===== src/rtl/vec_mem_unit.sv =====
// Strided vector load/store sequencer on RAM port B: one element access per cycle,
// load data gathered across the one-cycle RAM read latency, returned via valid/ready.

module vec_mem_lane #(
  parameter int DATA_W = 32,
  parameter int VL_W   = 4
) (
  input  logic              clk,
  input  logic              rst_n,
  input  logic              clr,
  input  logic              cap_en,
  input  logic [VL_W-1:0]   cap_idx,
  input  logic [VL_W-1:0]   lane_id,
  input  logic [DATA_W-1:0] din,
  output logic [DATA_W-1:0] q
);
  always_ff @(posedge clk or negedge rst_n) begin
    if (!rst_n)                           q <= '0;
    else if (clr)                         q <= '0;
    else if (cap_en && cap_idx == lane_id) q <= din;
  end
endmodule

module vec_mem_unit #(
  parameter int ADDR_W = 16,
  parameter int DATA_W = 32,
  parameter int MAX_VL = 8,
  parameter int VL_W   = 4
) (
  input  logic                     clk,
  input  logic                     rst_n,
  input  logic                     req_valid,
  output logic                     req_ready,
  input  logic                     req_store,
  input  logic [ADDR_W-1:0]        req_base,
  input  logic [ADDR_W-1:0]        req_stride,
  input  logic [VL_W-1:0]          req_vl,
  input  logic [MAX_VL*DATA_W-1:0] req_data,
  output logic                     ram_we,
  output logic [ADDR_W-1:0]        ram_addr,
  output logic [DATA_W-1:0]        ram_din,
  input  logic [DATA_W-1:0]        ram_dout,
  output logic                     resp_valid,
  input  logic                     resp_ready,
  output logic                     resp_store,
  output logic [MAX_VL*DATA_W-1:0] resp_data,
  output logic                     busy
);
  localparam int IDX_W = (MAX_VL > 1) ? $clog2(MAX_VL) : 1;

  localparam logic [1:0] S_IDLE  = 2'd0;
  localparam logic [1:0] S_ISSUE = 2'd1;
  localparam logic [1:0] S_DRAIN = 2'd2;
  localparam logic [1:0] S_RESP  = 2'd3;

  logic [1:0]                     state;
  logic [ADDR_W-1:0]              addr_q, stride_q;
  logic [VL_W-1:0]                vl_q, idx, cap_idx;
  logic                           store_q, cap_vld;
  logic [MAX_VL-1:0][DATA_W-1:0]  data_q, lane_q;
  logic [VL_W-1:0]                vl_clamp;
  logic                           accept, issue, issue_ld;

  assign vl_clamp = (req_vl > VL_W'(MAX_VL)) ? VL_W'(MAX_VL) : req_vl;
  assign accept   = req_valid && (state == S_IDLE);
  assign issue    = (state == S_ISSUE);
  assign issue_ld = issue && !store_q;

  always_ff @(posedge clk or negedge rst_n) begin
    if (!rst_n) begin
      state    <= S_IDLE;
      addr_q   <= '0;
      stride_q <= '0;
      vl_q     <= '0;
      idx      <= '0;
      store_q  <= 1'b0;
      data_q   <= '0;
      cap_vld  <= 1'b0;
      cap_idx  <= '0;
    end else begin
      // Read issued this cycle returns next cycle; remember which lane it belongs to.
      cap_vld <= issue_ld;
      cap_idx <= idx;
      case (state)
        S_IDLE: if (req_valid) begin
          addr_q   <= req_base;
          stride_q <= req_stride;
          vl_q     <= vl_clamp;
          store_q  <= req_store;
          data_q   <= req_data;
          idx      <= '0;
          state    <= (vl_clamp == '0) ? S_RESP : S_ISSUE;
        end
        S_ISSUE: begin
          addr_q <= addr_q + stride_q;
          idx    <= idx + VL_W'(1);
          if (idx == vl_q - VL_W'(1)) state <= store_q ? S_RESP : S_DRAIN;
        end
        S_DRAIN: state <= S_RESP;
        default: if (resp_ready) state <= S_IDLE;
      endcase
    end
  end

  genvar g;
  generate
    for (g = 0; g < MAX_VL; g++) begin : g_lane
      vec_mem_lane #(.DATA_W(DATA_W), .VL_W(VL_W)) u_lane (
        .clk     (clk),
        .rst_n   (rst_n),
        .clr     (accept),
        .cap_en  (cap_vld),
        .cap_idx (cap_idx),
        .lane_id (VL_W'(g)),
        .din     (ram_dout),
        .q       (lane_q[g])
      );
    end
  endgenerate

  assign req_ready  = (state == S_IDLE);
  assign busy       = (state != S_IDLE);
  assign resp_valid = (state == S_RESP);
  assign resp_store = store_q;
  assign resp_data  = lane_q;
  assign ram_we     = issue && store_q;
  assign ram_addr   = issue ? addr_q : '0;
  assign ram_din    = (issue && store_q) ? data_q[idx[IDX_W-1:0]] : '0;
endmodule


===== config.mk =====
export PLATFORM = sky130hd
export DESIGN_NAME = vec_mem_unit
export DESIGN_NICKNAME = d
export VERILOG_FILES = /design/src/rtl/vec_mem_unit.sv
export SDC_FILE = /design/constraint.sdc
export NUM_CORES = 1
export LEC_CHECK = 0
export CAP_MARGIN = 25
export CORE_AREA = 2 2 245 247
export CTS_BUF_LIST = sky130_fd_sc_hd__clkbuf_16
export DETAILED_ROUTE_END_ITERATION = 12
export DIE_AREA = 0 0 247 249
export GPL_TIMING_DRIVEN = 0
export PLACE_DENSITY = 0.72
export SYNTH_ARGS = -nofsm -noshare
export SYNTH_HDL_FRONTEND = slang
export SYNTH_HIERARCHICAL = 1
export SYNTH_SLANG_ARGS = --single-unit

===== constraint.sdc =====
create_clock -name clk -period 2.5 [get_ports clk]
set_input_delay 0.5 -clock clk [delete_from_list [all_inputs] [get_ports clk]]
set_output_delay 0.5 -clock clk [all_outputs]
set_load 0.03 [all_outputs]

==> results of run 1 <==
-- critical path: stages, from the launching register on --
cell and delay, ps:
sky130_fd_sc_hd__dfrtp_1 390, sky130_fd_sc_hd__buf_8 160, sky130_fd_sc_hd__buf_12 160, sky130_fd_sc_hd__buf_12 140, sky130_fd_sc_hd__mux4_2 550, sky130_fd_sc_hd__mux2i_1 170
sky130_fd_sc_hd__nor2_1 90, sky130_fd_sc_hd__buf_4 180
-- logic make-up after synthesis --
group	Yosys count
and+or+nand+nor	138
muxes	377
xor gates and xnor gates	26
adders and majority gates	22
other	2
AOI/OAI and AO/OA	363
buffers and inverters	143
DFF	560
-- synthesized netlist by cell type, types with 9 or more instances --
master                     number
sky130_fd_sc_hd__dfrtp_1      560
sky130_fd_sc_hd__mux4_2        64
sky130_fd_sc_hd__ha_1          21
sky130_fd_sc_hd__nand2_1       22
sky130_fd_sc_hd__nor2_1        43
sky130_fd_sc_hd__nand2b_1      10
sky130_fd_sc_hd__clkbuf_1      22
sky130_fd_sc_hd__nor2b_1       10
sky130_fd_sc_hd__o31a_1         9
sky130_fd_sc_hd__a22o_1       256
sky130_fd_sc_hd__o21ai_0       19
sky130_fd_sc_hd__xor2_1        11
sky130_fd_sc_hd__inv_1         33
sky130_fd_sc_hd__mux2i_1       39
sky130_fd_sc_hd__buf_6         48
sky130_fd_sc_hd__xnor2_1       15
sky130_fd_sc_hd__o21ai_1       14
sky130_fd_sc_hd__buf_2         28
sky130_fd_sc_hd__mux2_2       274
sky130_fd_sc_hd__and2_1        16
sky130_fd_sc_hd__a21oi_1       21
-- cell type report --
class                           count  area, um2  share of cell area
Sequential cell                   560      14000               0.407
Multi-Input combinational cell    982       9550               0.277
Timing Repair Buffer              686       6850               0.199
Clock buffer                       58       1450              0.0421
Buffer                            107       1070              0.0310
Tap cell                          773        967              0.0281
Clock inverter                     47        373              0.0108
Inverter                           35        136             0.00396
Antenna cell                        8       20.0            0.000581
-- registers in the layout (all words and copies together) (netlist names), 2 cells and up --
register,count
idx,4
g_lane.u_lane/q,256
addr_q,16
stride_q,16
vl_q,4
data_q,256
state,2
cap_idx,4
-- where the power goes --
group / leakage (nW) / total, mW / internal, mW / switching, mW
registers: 7.16 / 13.9 / 12.1 / 1.84
logic: 6.79 / 16.6 / 8.48 / 8.10
clock network: 0.936 / 8.41 / 4.80 / 3.60
-- stage by stage --
step / hold WS [ps] / utilization / setup slack (ps) / cell area (um2)
6_report: 379 / 0.587 / -448 / 34400
5_1_grt: 409 / 0.587 / -545 / 34400
4_1_cts: 385 / 0.579 / -550 / 34000
3_5_place_dp: 369 / 0.543 / -1350 / 31900
3_3_place_gp: 368 / 0.541 / -23160 / 31800
2_1_floorplan: 204 / - / 34.3 / 24400
-- final timing paths --
path                                     endpoint  slack [ps]  cells past startpoint
setup / recovery                       ram_din[6]        -450                      7
hold reg to reg                        cap_idx[2]         380                      0
hold / removal                         cap_idx[2]         380                      0
min in group asynchronous              data_q[22]         510                      2
max in group asynchronous  g_lane[1].u_lane/q[25]         260                      4
setup reg to reg                       addr_q[14]         -10                      9
-- routing by layer --
metal | global-route usage | vias up | routed length, um
li1 | - | 7712 | -
met1 | 0.307 | 9190 | 30400
met2 | 0.451 | 774 | 40900
met3 | 0.0790 | 183 | 7430
met4 | 0.0967 | 30 | 3200
met5 | 0 | - | 195
-- placed cells by master (no fill, tap or decap), drive strengths merged, types with 3 or more instances in the layout --
cell type      Yosys  routed
ha                21      21
bufinv             0       6
o31a               9       9
mux2i             39      39
nor2              43      43
a21o               7       7
nor3               4       4
o2111ai            8       8
o21ai             33      33
or2b               8       8
nand2             22      22
nor3b              8       8
dlygate4sd2        0       3
and2              16      16
mux4              64      64
nand2b            10      10
xnor2             15      15
a221o              8       8
a21oi             21      21
inv               35      45
dfrtp            560     560
nand3b             3       3
clkbuf            22      90
diode              0       8
nor2b             10      10
conb               2      56
a22o             256     256
mux2             274     274
a211oi             5       5
xor2              11      11
clkdlybuf4s50      0     584
buf               86     170
clkinv             0      31
nor4               9       9
clkdlybuf4s15      0       3
a211o              3       3
-- timing repair --
action	4_1_cts	5_1_grt
setup buffers	13	26
hold buffers	1	0
gates cloned	1	4
resized for setup	367	61
endpoints found under the hold margin	93	0
endpoints found under the setup margin	374	370
pin swaps	13	9
==> results summary, run 1 <==
The count of maximum capacitance violations came out at 0. Dividing the detail-routed via count by the number of cells gives 5.49. The number of setup violations in the final report is 33.

The adder and majority cell fraction of the synthesized area is 0.0117. The endpoint kind of the worst setup timing path is an output pin. Counting flops and latches in the post-synthesis netlist gives 560. The class of the tightest hold or removal check is flop to flop.

The synthesized netlist contains 53 unique library cells. The area of the core came out at 58,700 um2. After layout, the minimum clock period comes to 2950 ps. For this run, the total global-route usage over all layers was measured as 0.262. Sorting the synthesized cells by area gives the leading types as sky130_fd_sc_hd__dfrtp_1, sky130_fd_sc_hd__mux2_2, sky130_fd_sc_hd__a22o_1. The origin of the critical flop-to-flop path is stride_q[0].

The final worst slack is -448 ps. The initial antenna violation count came to 22. The area added between synthesis and finish is 42.2%. Of the synthesized area, sequential elements account for 0.579. The cell sitting at the root of the clock tree is a sky130_fd_sc_hd__clkbuf_16. The total iterations of the first detailed-routing run is 5. The final count of pins violating max slew was 0. The finished layout holds about 3,300 standard cells, fillers aside.

The final worst clock skew is between 20 and 25 ps. The top flip-flop cell by instance count after synthesis is sky130_fd_sc_hd__dfrtp_1. The largest driver fanout on the critical path came out at 6. The number of buffers on the longest clock path came out at 3.

The total power consumption of the routed design is 38.9 mW. The floorplan has 89 rows. The count of buffers added on input and output ports is 637.

The checks that failed: negative setup slack. Of the post-synthesis cell area, the part taken by muxes is 0.203. The flow ran to the end, but the final reports show violations. Setup repair after global routing could not meet its margin everywhere. The number of global-route vias before repair came out at 18,800. The upper clock frequency limit came out at 339 MHz. The share of cells above drive strength 1 is 0.263.

The xor and xnor fraction of the mapped netlist area is 0.00941. The die height came out at ~250 um. The net count of the finished layout is 2,780. The maximum vdd drop came out at 749 uV. The violation count after the first detailed-route iteration came out at 1,065. The clock input transition at the sequential cells of the worst setup and hold paths came out at 60 ps. The number of enable flip-flop cells after synthesis came out at 0. The die outline width came out at 247 um. The synthesis warning total came out at 6. The clock insertion delay at the later pin of the skew report is 610 ps. The detail-routed net length per standard cell is 25.2 um.

The filler cells instantiated in the layout total 4,618. TritonCTS built the clock tree. The summed instance area of the synthesized netlist came out at roughly 24,000 um2.

The worst max-slew margin expressed relative to the limit is 0.333. The simple-gate share of the synthesized area is 0.0349. The top-level I/O count came out at roughly 640.

After routing, the total negative slack on setup checks comes to -11,890 ps. The total detailed-routing wirelength came out at 82,100 um. The final critical-path share of the clock period came out at 1.18. The sink count of the clock tree is 560. The remaining design rule violation count came out at 0. Of the post-synthesis cell area, the dominant cell type holds 0.579. The pin count of the biggest net entering global routing came out at 133. The startpoint of the worst hold path is idx[2]. The worst setup path is launched from a flop. For the worst setup path, the data arrival time is approximately 2500 ps.

The routability congestion estimate is 0.886. The initial standard-cell utilization of the core came out at 0.413. Power spread over the standard cell area amounts to between 1000 and 1500 nW/um2. The number of buffers created by CTS is 57. Summed over all instances, the cell type with the most area after synthesis is sky130_fd_sc_hd__dfrtp_1. The synthesized netlist cell count came out at 1,631. The proportion of synthesized flip-flops having asynchronous set or reset is 1.00. The transition time at the pin with the least slew margin came out at between 900 and 1000 ps. The required time reported for the critical path endpoint came out at 2000 ps.

The mean cell area of the mapped netlist is 14.8 um2. The routed via count is 17,900. The cell count after placement came out at 3,099. The half-perimeter wire length of the detailed placement result is about 60,000 um. The total leakage power came out at 14.9 nW. The hold violation total from the final report is 0.

The global-route wire length before repair came out at 121,000 um. The global-route congestion overflow total is 0. The post-synthesis compound-gate area fraction is 0.123. The type of the setup path with the least slack is flop to output pin. After synthesis, the largest family of logic cells by area is multiplexers. The number of H-tree levels came out at 2. The launching element of the worst setup path is idx[0]. The floorplan step defined a die boundary enclosing 61,500 um2.

In this run the remaining antenna-violating nets after routing total 0.
Power figures use the tool's default switching activity.
==> run 2: changes to the inputs <==
--- a/config.mk
+++ b/config.mk
@@ -5,13 +5,14 @@
 export SDC_FILE = /design/constraint.sdc
 export NUM_CORES = 1
 export LEC_CHECK = 0
+export ABC_AREA = 1
 export CAP_MARGIN = 25
-export CORE_AREA = 2 2 245 247
+export CORE_AREA = 2 2 248 250
 export CTS_BUF_LIST = sky130_fd_sc_hd__clkbuf_16
 export DETAILED_ROUTE_END_ITERATION = 12
-export DIE_AREA = 0 0 247 249
+export DIE_AREA = 0 0 250 252
 export GPL_TIMING_DRIVEN = 0
-export PLACE_DENSITY = 0.72
+export PLACE_DENSITY = 0.75
 export SYNTH_ARGS = -nofsm -noshare
 export SYNTH_HDL_FRONTEND = slang
 export SYNTH_HIERARCHICAL = 1
==> constraint.sdc (replaced) <==
create_clock -name clk -period 3.2 [get_ports clk]
set_input_delay 0.64 -clock clk [delete_from_list [all_inputs] [get_ports clk]]
set_output_delay 0.64 -clock clk [all_outputs]
set_load 0.03 [all_outputs]
==> results summary, run 2 <==
The cell count after placement is 4,785. The final layout contains routed wiring with a total length of 108,000 um. The largest driver fanout on the critical path came out at 10. For this run, the leading register cell type out of synthesis is sky130_fd_sc_hd__dfrtp_1.

Of the available clock period, the critical path in the final layout requires 1.01. The data arrival time of the critical path came out at 2590 ps. The hold violation total from the final report came out at 0. The worst setup path is launched from a flop.

The worst slack at placement is -465 ps. The proportion of synthesized flip-flops having asynchronous set or reset is 1.00. The final worst slack is -25.8 ps. The worst max-slew margin expressed relative to the limit came out at 0.484. The relative contribution of combinational cells to total power is 0.460. In this run the worst hold path is classified as flop to flop. For this configuration, the core starts out at a cell density of 0.467.

The share of cells above drive strength 1 came out at 0.159. The accumulated negative setup slack is -26.8 ps. The clock input transition at the sequential cells of the worst setup and hold paths came out at roughly 60 ps. The cell internal power dissipation came out at 18.2 mW. Summed over all instances, the cell type with the most area after synthesis is sky130_fd_sc_hd__dfrtp_1. The cell row count is 90.

For this run, the total global-route usage over all layers was measured as 0.335. At the worst endpoint, the required time is 2560 ps. The number of library cell types mapped by synthesis came out at 36.

Setup violations remaining at the end of the flow were counted as 2. In the post-synthesis netlist, the biggest area contributors are sky130_fd_sc_hd__dfrtp_1, sky130_fd_sc_hd__nand2_1, sky130_fd_sc_hd__nand3_2. The HPWL after detailed placement is 81,700 um. Across the run, the number of max-cap violations was 0. The transition time at the pin with the least slew margin is 775 ps. Summing over every cut layer, the via total after detailed routing is 27,000. After floorplanning, the core was sized to cover about 60,000 um2. The clock share of power is 0.205.

The detail-routed net length per standard cell is 22.0 um. The pin count of the biggest net entering global routing came out at 123. In this run the vertical extent of the chip is 252 um.

In the layout the commonest cells are sky130_fd_sc_hd__nand2_1, sky130_fd_sc_hd__clkdlybuf4s50_1, sky130_fd_sc_hd__dfrtp_1, sky130_fd_sc_hd__nand4_1, sky130_fd_sc_hd__nand3_2. The power dissipated by switching net loads came out at 14.5 mW. The summed instance area of the synthesized netlist came out at 28,100 um2.

The full die area is 63,000 um2. TritonCTS built the clock tree. The synthesized design contains 0 enable-type register cells. The net count of the finished layout is 4,416. The worst-case IR drop observed on VDD is 485 uV.

After detailed routing, the number of remaining DRC violations is 0. The number of H-tree levels came out at 2. The checks that failed: negative setup slack. Buffers placed on the I/O ports in this run total 637. At the end of routability-driven placement, the weighted congestion stood at 0.940. The number of buffers created by CTS is 58.

The commonest cells after synthesis are sky130_fd_sc_hd__nand2_1, sky130_fd_sc_hd__dfrtp_1, sky130_fd_sc_hd__nand4_1. The number of global-route vias before repair came out at between 20,000 and 30,000. The violation count after the first detailed-route iteration came out at just under 2,000. STA classifies the critical path endpoint as an output pin. The power per standard cell area is 866 nW/um2.

The flow ran to the end, but the final reports show violations. The number of buffers on the longest clock path is 3. In the routed layout, each cell is associated on average with a via count of 5.50. For this design the top-level I/O count stands at between 600 and 700.

The area added between synthesis and finish is 34.6%. Leaving out fill and tap cells, the most frequent cell in the layout is sky130_fd_sc_hd__nand2_1. The number of antenna-violating nets in the routed design is 0. The analysis attributes to cell leakage a power of between 15 and 20 nW. The area share of the largest cell type after synthesis is 0.499. The fill cell total of the finished layout is roughly 5,200. The sink count of the clock tree came out at 560. The die outline width came out at 250 um. The clock arrives with 15.9 ps of skew.

The global-route wire length before repair is 159,000 um. A synthesized cell averages 8.47 um2. The global-route congestion overflow total came out at 0. The total iterations of the first detailed-routing run came out at 6. The upper clock frequency limit is between 300 and 400 MHz. The synthesized netlist cell count is 3,315. The shortest clock period the worst path allows after layout is 3230 ps. The clock insertion delay at the later pin of the skew report is slightly above 600 ps. The final count of pins violating max slew came out at 0. The largest registers in the layout are data_q (256), g_lane.u_lane/q (256). The synthesis warning total came out at 6. The initial antenna violation count was 19.

Of the total power, the share spent switching nets is 0.443. The critical path in this run is classified as flop to output pin. The register bit total from synthesis came out at 560.

In the post-synthesis netlist, the cell with the most instances is sky130_fd_sc_hd__nand2_1. The portion of the post-synthesis area used by sequential elements came out at 0.499. The share of total power dissipated in sequential elements is 0.335.

The number of non-filler instances in the completed layout came out at between 4,000 and 5,000. The root buffer cell chosen for the clock tree is sky130_fd_sc_hd__clkbuf_16.
run 2: cell count changes in the layout (fill, tap and decap cells not counted), moves of 39 or more:
cell                      previous run  this run
sky130_fd_sc_hd__a22o_1            256         0
sky130_fd_sc_hd__buf_2              21        75
sky130_fd_sc_hd__inv_1              42       107
sky130_fd_sc_hd__mux2_2            274         0
sky130_fd_sc_hd__mux2i_1            39         0
sky130_fd_sc_hd__mux4_2             64         0
sky130_fd_sc_hd__nand2_1            21      1256
sky130_fd_sc_hd__nand3_2             0       248
sky130_fd_sc_hd__nand4_1             2       258
sky130_fd_sc_hd__nor2_1             42       229
sky130_fd_sc_hd__o21ai_0            19       146
sky130_fd_sc_hd__o22ai_1             0        55
run 2: metrics by stage:
stage	util	total power, mW	instance area, um2	hold slack [ps]
2_1_floorplan	-	19.8	28200	344
3_3_place_gp	0.592	25.3	35600	421
3_5_place_dp	0.594	25.6	35700	413
4_1_cts	0.627	32.5	37700	425
5_1_grt	0.628	34.5	37800	432
6_report	0.628	32.7	37800	434
run 2: cell type report:
class | count | area [um2] | share of cell area
Antenna cell | 10 | 25.0 | 0.000662
Buffer | 237 | 1560 | 0.0413
Clock buffer | 59 | 1480 | 0.0391
Clock inverter | 47 | 358 | 0.00947
Inverter | 122 | 469 | 0.0124
Multi-Input combinational cell | 2440 | 12500 | 0.330
Sequential cell | 560 | 14000 | 0.371
Tap cell | 782 | 978 | 0.0259
Timing Repair Buffer | 646 | 6440 | 0.170
run 2: worst paths after layout:
check                          from                     to  slack (ps)  depth (start not counted)
max                          idx[0]            ram_din[17]         -30                          7
min                          idx[2]             cap_idx[2]         430                          0
max reg2reg                state[0]  g_lane[2].u_lane/q[5]         170                          9
min reg2reg                  idx[2]             cap_idx[2]         430                          0
max in group asynchronous     rst_n            data_q[199]        1250                          4
min in group asynchronous     rst_n             data_q[54]         460                          2
run 2: routing by layer:
metal	up-vias	global-route usage	share of wire
met3	316	0.0747	0.087
met5	-	0	0.0011
met4	18	0.197	0.064
li1	12400	-	-
met2	1326	0.557	0.48
met1	12900	0.402	0.37
run 2: cells by family after synthesis:
kind of cell | count (synthesis) | synth area share
simple gates | 2081 | 0.365
flops | 560 | 0.499
buf+inv | 361 | 0.0680
compound gates | 277 | 0.0533
fa+ha+maj | 22 | 0.0101
xor+xnor | 12 | 0.00374
other cells | 2 | 0.000268
run 2: what timing repair did:
action                                  CTS  global route
buffers inserted                          2             1
hold buffers                              1             0
pin swaps                                10             5
gates resized for setup                 256            42
endpoints found under the setup margin   49            40
endpoints found under the hold margin    25             0
gates cloned                              0             0
run 2: critical path, stage by stage (launching register included):
cell and delay (ps):
sky130_fd_sc_hd__dfrtp_2 520, sky130_fd_sc_hd__buf_8 200, sky130_fd_sc_hd__clkbuf_4 200, sky130_fd_sc_hd__o21ai_1 330
sky130_fd_sc_hd__o22ai_2 190, sky130_fd_sc_hd__nor2_2 220, sky130_fd_sc_hd__nor2_1 100, sky130_fd_sc_hd__buf_2 190
run 2: power groups by stage:
stage                     clock network (mW)  registers [mW]  logic (mW)
final                                   6.71            11.0        15.1
after global routing                    7.04            11.2        16.3
after CTS                               6.76            10.9        14.9
after detailed placement                   0            11.0        14.6
after global placement                     0            11.0        14.3
after floorplan                            0            11.4        8.45
